## config.mk

```make
export PLATFORM = sky130hd
export DESIGN_NAME = conv_ibuf_ctrl
export DESIGN_NICKNAME = d
export VERILOG_FILES = /design/src/rtl/conv_ibuf_ctrl.sv
export SDC_FILE = /design/constraint.sdc
export NUM_CORES = 1
export LEC_CHECK = 0
export BUFFER_PORTS_ARGS = -buffer_cell sky130_fd_sc_hd__buf_2
export CAP_MARGIN = 20
export CORE_MARGIN = 2
export CORE_UTILIZATION = 50
export DETAILED_ROUTE_END_ITERATION = 10
export PLACE_DENSITY = 0.87
export SYNTH_ARGS = -nofsm -noshare
export SYNTH_HDL_FRONTEND = slang
export SYNTH_SLANG_ARGS = --single-unit
```

## constraint.sdc

```tcl
create_clock -name clk -period 4.1 [get_ports clk]
set_clock_uncertainty 0.15 [all_clocks]
set_input_delay 0.615 -clock clk [delete_from_list [all_inputs] [get_ports clk]]
set_output_delay 0.615 -clock clk [all_outputs]
set_load 0.03 [all_outputs]
```

## src/rtl/conv_ibuf_ctrl.sv

```systemverilog
// conv_ibuf_ctrl: fills the conv input buffer from a raster pixel stream and walks (bit, addr) chunks to the crossbars.
// Optional CONV_IBUF_CTRL_PERF_EN adds window and stall counters.
module conv_ibuf_ctrl #(
  parameter int DATA_SIZE = 8,
  parameter int IMG_DIM = 28,
  parameter int KERNEL_DIM = 3,
  parameter int INPUT_CHANNELS = 2,
  parameter int XBAR_SIZE = 128,
  parameter int BUS_WIDTH = 16,
  localparam int V_CIM_TILES_OUT = (INPUT_CHANNELS*KERNEL_DIM*KERNEL_DIM + XBAR_SIZE - 1) / XBAR_SIZE,
  localparam int NUM_ADDR = (INPUT_CHANNELS*KERNEL_DIM*KERNEL_DIM + BUS_WIDTH*V_CIM_TILES_OUT - 1) / (BUS_WIDTH*V_CIM_TILES_OUT),
  localparam int COUNT_WIDTH = (DATA_SIZE == 1) ? 1 : $clog2(DATA_SIZE),
  localparam int ADDR_WIDTH = (NUM_ADDR <= 1) ? 1 : $clog2(NUM_ADDR)
)(
  input  logic clk,
  input  logic rst_n,
  input  logic i_valid,
  output logic o_ready,
  input  logic [INPUT_CHANNELS-1:0][DATA_SIZE-1:0] i_data,
  output logic [INPUT_CHANNELS-1:0] o_write_enable,
  output logic [INPUT_CHANNELS-1:0][DATA_SIZE-1:0] o_data,
  output logic [COUNT_WIDTH-1:0] o_count,
  output logic [ADDR_WIDTH-1:0] o_ibuf_addr,
  output logic o_xbar_valid,
  input  logic i_xbar_ready,
  output logic o_xbar_last,
  output logic o_frame_done
`ifdef CONV_IBUF_CTRL_PERF_EN
  ,
  output logic [31:0] o_win_cnt,
  output logic [31:0] o_stall_cnt
`endif
);
  localparam int PW = (IMG_DIM > 1) ? $clog2(IMG_DIM) : 1;
  localparam logic [PW-1:0] P_LAST = PW'(IMG_DIM - 1);
  localparam logic [PW-1:0] K_M1 = PW'(KERNEL_DIM - 1);
  localparam logic [COUNT_WIDTH-1:0] C_LAST = COUNT_WIDTH'(DATA_SIZE - 1);
  localparam logic [ADDR_WIDTH-1:0] A_LAST = ADDR_WIDTH'(NUM_ADDR - 1);
  typedef enum logic {ACCEPT, STREAM} state_t;
  state_t state, state_nx;
  logic [PW-1:0] row, col;
  logic accept, win_full, chunk, addr_last, cnt_last;
  assign accept = i_valid && o_ready;
  assign win_full = row >= K_M1 && col >= K_M1;
  assign chunk = o_xbar_valid && i_xbar_ready;
  assign addr_last = o_ibuf_addr == A_LAST;
  assign cnt_last = o_count == C_LAST;
  always_ff @(posedge clk or negedge rst_n)
    if (!rst_n) state <= ACCEPT;
    else state <= state_nx;
  always_comb
    state_nx = (state == ACCEPT) ? ((accept && win_full) ? STREAM : ACCEPT)
                                 : ((chunk && o_xbar_last) ? ACCEPT : STREAM);
  // o_ready is gated by rst_n so nothing is accepted while reset is held
  always_comb begin
    o_ready = rst_n && state == ACCEPT;
    o_xbar_valid = state == STREAM;
    o_write_enable = {INPUT_CHANNELS{i_valid && o_ready}};
    o_data = i_data;
    o_xbar_last = o_xbar_valid && cnt_last && addr_last;
  end
  always_ff @(posedge clk or negedge rst_n)
    if (!rst_n) begin
      row <= '0;
      col <= '0;
      o_count <= '0;
      o_ibuf_addr <= '0;
      o_frame_done <= 1'b0;
    end else begin
      if (accept) begin
        col <= (col == P_LAST) ? '0 : col + 1'b1;
        if (col == P_LAST) row <= (row == P_LAST) ? '0 : row + 1'b1;
      end
      if (chunk) begin
        o_ibuf_addr <= addr_last ? '0 : o_ibuf_addr + 1'b1;
        if (addr_last) o_count <= cnt_last ? '0 : o_count + 1'b1;
      end
      // row/col wrap to the origin only after the bottom-right pixel, so this marks the frame's final window
      o_frame_done <= chunk && o_xbar_last && row == '0 && col == '0;
    end
`ifdef CONV_IBUF_CTRL_PERF_EN
  always_ff @(posedge clk or negedge rst_n)
    if (!rst_n) begin
      o_win_cnt <= '0;
      o_stall_cnt <= '0;
    end else begin
      if (chunk && o_xbar_last) o_win_cnt <= o_win_cnt + 32'd1;
      if (o_xbar_valid && !i_xbar_ready) o_stall_cnt <= o_stall_cnt + 32'd1;
    end
`endif
endmodule

```

* Word level (Yosys, flattened, before mapping)
Index checks and enable logic that the tools add are counted.
** Storage, ports and cells
- Bits of input ports :: 20
- Register bits :: 16
- Logic and storage cells :: 37
- Output and inout bits :: 26
** Operators by class
- Mux-type cells :: 7
- Reductions and logical operators :: 14
- $lt $le $gt $ge :: 2
- Add/subtract/negate cells :: 4
- Equality and inequality tests :: 3
- Bitwise gates (word level) :: 1
** Operators with widths (number)
- $add 5x1->5 const B :: 2
- $eq 5x5->1 const B :: 2
- $ge 5x2->1 const B :: 2
- $logic_and 1x1->1 :: 10
- $logic_not 5->1 :: 2
- $mux 5 :: 2
- $mux 1 :: 4
- $reduce_and 2->1 :: 2
- $add 3x1->3 const B :: 1
- $eq 3x3->1 const B :: 1
- $mux 3 :: 1
- $add 1x1->1 const B :: 1
- $not 1->1 :: 1

* Logic depth before layout (Yosys ltp)
- Depth in word-level cells :: 6
- Mapped depth :: 5
- Depth with buffers taken out :: 5

* Worst setup path before layout
OpenSTA, ideal clock, no wires.
- Path type :: reg2out
- Start point :: register o_count[0]
- End point :: output port o_xbar_last
- Stages on the path, launching flop included :: 4
- Arrival :: 1206 ps
- Data required time :: 3335 ps
- Path buffers :: 0
- Setup slack :: 2129 ps
- Cells stage by stage :: dfrtp_1 -> ha_1 -> ha_1 -> and3_2
** Between the ends
- Word-level cells in the longest chain between the ends :: 3
** Ends and longest elaborated chain
- from (decl) :: RTL line 22 : output logic [COUNT_WIDTH-1:0] o_count,
- from (signal assigned) :: RTL line 76 : if (addr_last) o_count <= cnt_last ? '0 : o_count + 1'b1;
- $eq 3x3->1 :: RTL line 47 : assign cnt_last = o_count == C_LAST;
- $logic_and 1x1->1 (2 in series) :: RTL line 60 : o_xbar_last = o_xbar_valid && cnt_last && addr_last;
- to (decl) :: RTL line 26 : output logic o_xbar_last,
No other way between the ends.

* Final worst setup path
- Start point :: input port rst_n
- End point :: output port o_write_enable[0]
** Between the ends
- Word-level cells in the longest chain between the ends :: 2
** Ends and longest elaborated chain
- from (decl) :: RTL line 16 : input logic rst_n,
- $logic_and 1x1->1 :: RTL line 56 : o_ready = rst_n && state == ACCEPT;
- $logic_and 1x1->1 :: RTL line 58 : o_write_enable = {INPUT_CHANNELS{i_valid && o_ready}};
- to (decl) :: RTL line 20 : output logic [INPUT_CHANNELS-1:0] o_write_enable,
No other way between the ends.

==> results.md <==
* Worst setup margin at between 1.5 and 2 ns
* Avg Cell Area, Syn at ~10 sq um
* Layout cells sized above 1 at 29.00%
* Sw Share at 41.27%
* Critical path arrival at between 1.5 and 2 ns
* CTS max path bufs at 2
* Post-Route WL at about 1.6 mm
* Pleak at 0.5146 nW
* DR vias at 684
* DIE HEIGHT at 49.58 um
* Clk Latency, worst-skew pair at between 0.2 and 0.3 ns
* CTS HTree Levels at 1
* 1st-iter DRT viols at 10
* Grt ovf at 0
* Synth cell types at 31
* Tmin final at approximately 2.3 ns
* Sequential power share at between 40 and 50%
* Port bufs at 13
* GP Congestion at between 0.8 and 0.9
* Clk Tree Root Cell: clkbuf_4
* Cells along the critical path: buf_2, nand3b_1, inv_1, buf_2
* Post-cts resize count at 0
* Critical-path maximum fanout at 19
* Site Rows at 16
* Post-route design area at around 1000 sq um
* Via density at roughly 5.4
* Crit Path Class: input pin to primary output
* WP data required at ~3.3 ns
* Vias in the first global route at 675
* Pre-CTS WS at ~1.8 ns
* Core area at just under 2000 sq um
* Ys Warns at 0
* CTS tree: done
* Final hold slack at approximately 0.077 ns
* Slew headroom at about three quarters
* Slew Limit Fails at 0
* Min-Delay Path Class: input pin to asynchronous set/reset pin
* # nets final at 129
* Cell area power density at roughly 590 nW/um^2
* CP max-delay cell: buf_2
* Non-filler cells, final at between 100 and 150
* CP dominant cell by count: buf_2
* Setup bufs post-CTS at 0
* Crit path buffers/inverters at 3
* Post-DP HPWL at between 1 and 1.5 mm
* Largest net degree at the start of global routing at 20
* Unrepaired setup endpoints after global routing: false
* Total clock buffers created by CTS at 3
* Post-CTS Hold Buffers at 0
* Cell depth of the worst flop-to-flop path at 4
* Synthesized flop and latch total at 16
* Worst path max stage delay at roughly 0.33 ns
* Outcome: complete, no violations
* Comb pwr share at around 39%
* Final setup viols at 0
* Clock transition at the registers of the reported paths at 0.10 ns
* Setup TNS at 0 ns
* Placed Area at 991.0 sq um
* Syn Inst Count at around 100
* Register area at ~400 sq um
* Worst vdd ir at 0.0002891 V
* Final hold violations at 0
* DR DRC count at 0
* Clock power frac at around 17%
* Net Sw Power at roughly 0.00025 W
* Post-Place Cells at approximately 120
* Max_cap viols at 0
* Final ANT Viol Nets at 0
* Global-route wire length before repair at approximately 2.8 mm
* Final Cycle Share at between 50% and 60%
* Delay-heaviest family, CP: buffers and inverters
* Global Route Usage Sum at 15.44%
* Area Growth Syn to Fin at -1.084%
* Fillcell total at 188
* Internal at ~0.00036 W
* Slew @ Worst Pin at 0.3838 ns
* Initial Util at 52.93%
* I/O Pins at 46
* Clock sinks at 16
* Setup crit start kind: input pin
* Post-synthesis sequential area ratio at 38.55%
* Netlist Area Pre-Place at 1038 sq um
* Cell count along the critical path at 4
* Worst setup EP type: primary output
* Pre-Repair DR Iteration Count at 4
* WL per Instance at between 10 and 15 um
* Area of the multi-input gates at around 470 sq um
* Initial antenna violation count at 0
* Die area at ~2500 sq um
* Die Wd at a little under 50 um
* Diodes inserted at 0
* Fmax at 432.5 MHz
* Post-Syn Nets at 130
==> per-layer routing <==
metal / vias to the layer above / wire length (um) / global-route usage [%]
met5: - / 0 / 0
met4: 0 / 51 / 12.04
met3: 10 / 110 / 3.939
met2: 31 / 772 / 24.67
met1: 312 / 672 / 17.45
li1: 331 / - / -
==> layout make-up <==
class                   count  area share, %
inverters                   7          2.558
repair buffers             13          6.334
clock buffers               4          3.532
flip-flops and latches     16          38.98
multi-input cells          60          45.31
well taps                  27          3.289
==> cell families after synthesis <==
| kind of cell | synth area share [%] |
|---|---|
| muxes | 8.313 |
| DFF | 38.55 |
| AOI/OAI and AO/OA | 7.349 |
| buffers and inverters | 16.63 |
| xor gates and xnor gates | 0.8435 |
| adders and majority gates | 9.639 |
| and+or+nand+nor | 18.68 |
==> sequential cells by signal, summed over array words and instances (netlist names) <==
register,cells
col,5
o_count,3
o_frame_done,1
o_ibuf_addr,1
o_xbar_valid,1
row,5
==> placed cells by master, fill, tap and decap left out, types with 2 or more instances in the layout <==
cell type,n
a21oi_1,3
a31oi_1,2
buf_2,13
clkbuf_4,3
dfrtp_1,16
ha_1,8
inv_1,7
mux2_2,5
mux2_4,2
nand2_1,7
nand3_1,3
nand4_1,2
nand4b_1,2
nor2b_1,2
nor3_1,2
o21ai_0,5
or3_1,3
==> power by group through the flow <==
stage / logic [W] / clock network, W / registers [W]
after floorplan: 0.000162 / 0 / 0.000308
after global placement: 0.000228 / 0 / 0.000266
after detailed placement: 0.000237 / 0 / 0.000270
after CTS: 0.000239 / 0.000109 / 0.000267
after global routing: 0.000265 / 0.000113 / 0.000278
final: 0.000235 / 0.000106 / 0.000268
==> cells in the mapped netlist <==
cell | number | area, sq um
a31o_2 | 1 | 8.760
and4_4 | 1 | 11.26
buf_4 | 18 | 135.1
nand4b_1 | 2 | 17.52
and3b_1 | 1 | 8.760
buf_6 | 1 | 11.26
and3_2 | 1 | 7.510
xnor2_1 | 1 | 8.760
o21ai_0 | 5 | 25.02
or3_1 | 3 | 18.77
nand2_1 | 7 | 26.28
nor3_1 | 2 | 10.01
nor2b_1 | 2 | 12.51
ha_1 | 8 | 100.1
mux2_4 | 2 | 30.03
a21oi_1 | 3 | 15.01
and3_1 | 1 | 6.260
a31oi_1 | 2 | 12.51
and2b_2 | 1 | 8.760
mux2_2 | 5 | 56.30
nand4_1 | 2 | 12.51
nand3_1 | 3 | 15.01
nor4_1 | 1 | 6.260
nand3b_1 | 1 | 7.510
o31ai_1 | 1 | 7.510
inv_1 | 7 | 26.28
and2_4 | 1 | 8.760
a21o_1 | 1 | 7.510
dfrtp_1 | 16 | 400.4
and4b_1 | 1 | 10.01
and2_1 | 1 | 6.260
==> through the flow <==
stage	utilization [%]	total power [W]
after global routing	52.36	0.0006566
after floorplan	-	0.0004697
after CTS	52.36	0.0006154
after detailed placement	50.51	0.0005076
final	52.36	0.0006088
after global placement	50.51	0.0004934
==> final timing paths <==
kind / startpoint / endpoint / slack (ns)
worst max-delay path: rst_n / o_write_enable[0] / 1.79
worst min-delay path: rst_n / o_ibuf_addr$_DFFE_PN0P_ / 0.08
worst max register to register: col[1]$_DFFE_PN0P_ / row[4]$_DFFE_PN0P_ / 2.30
worst min register to register: o_count[1]$_DFFE_PN0P_ / o_count[1]$_DFFE_PN0P_ / 0.39
max in group asynchronous: rst_n / col[4]$_DFFE_PN0P_ / 3.45
min in group clk: o_count[1]$_DFFE_PN0P_ / o_count[1]$_DFFE_PN0P_ / 0.39
Power figures use the tool's default switching activity.
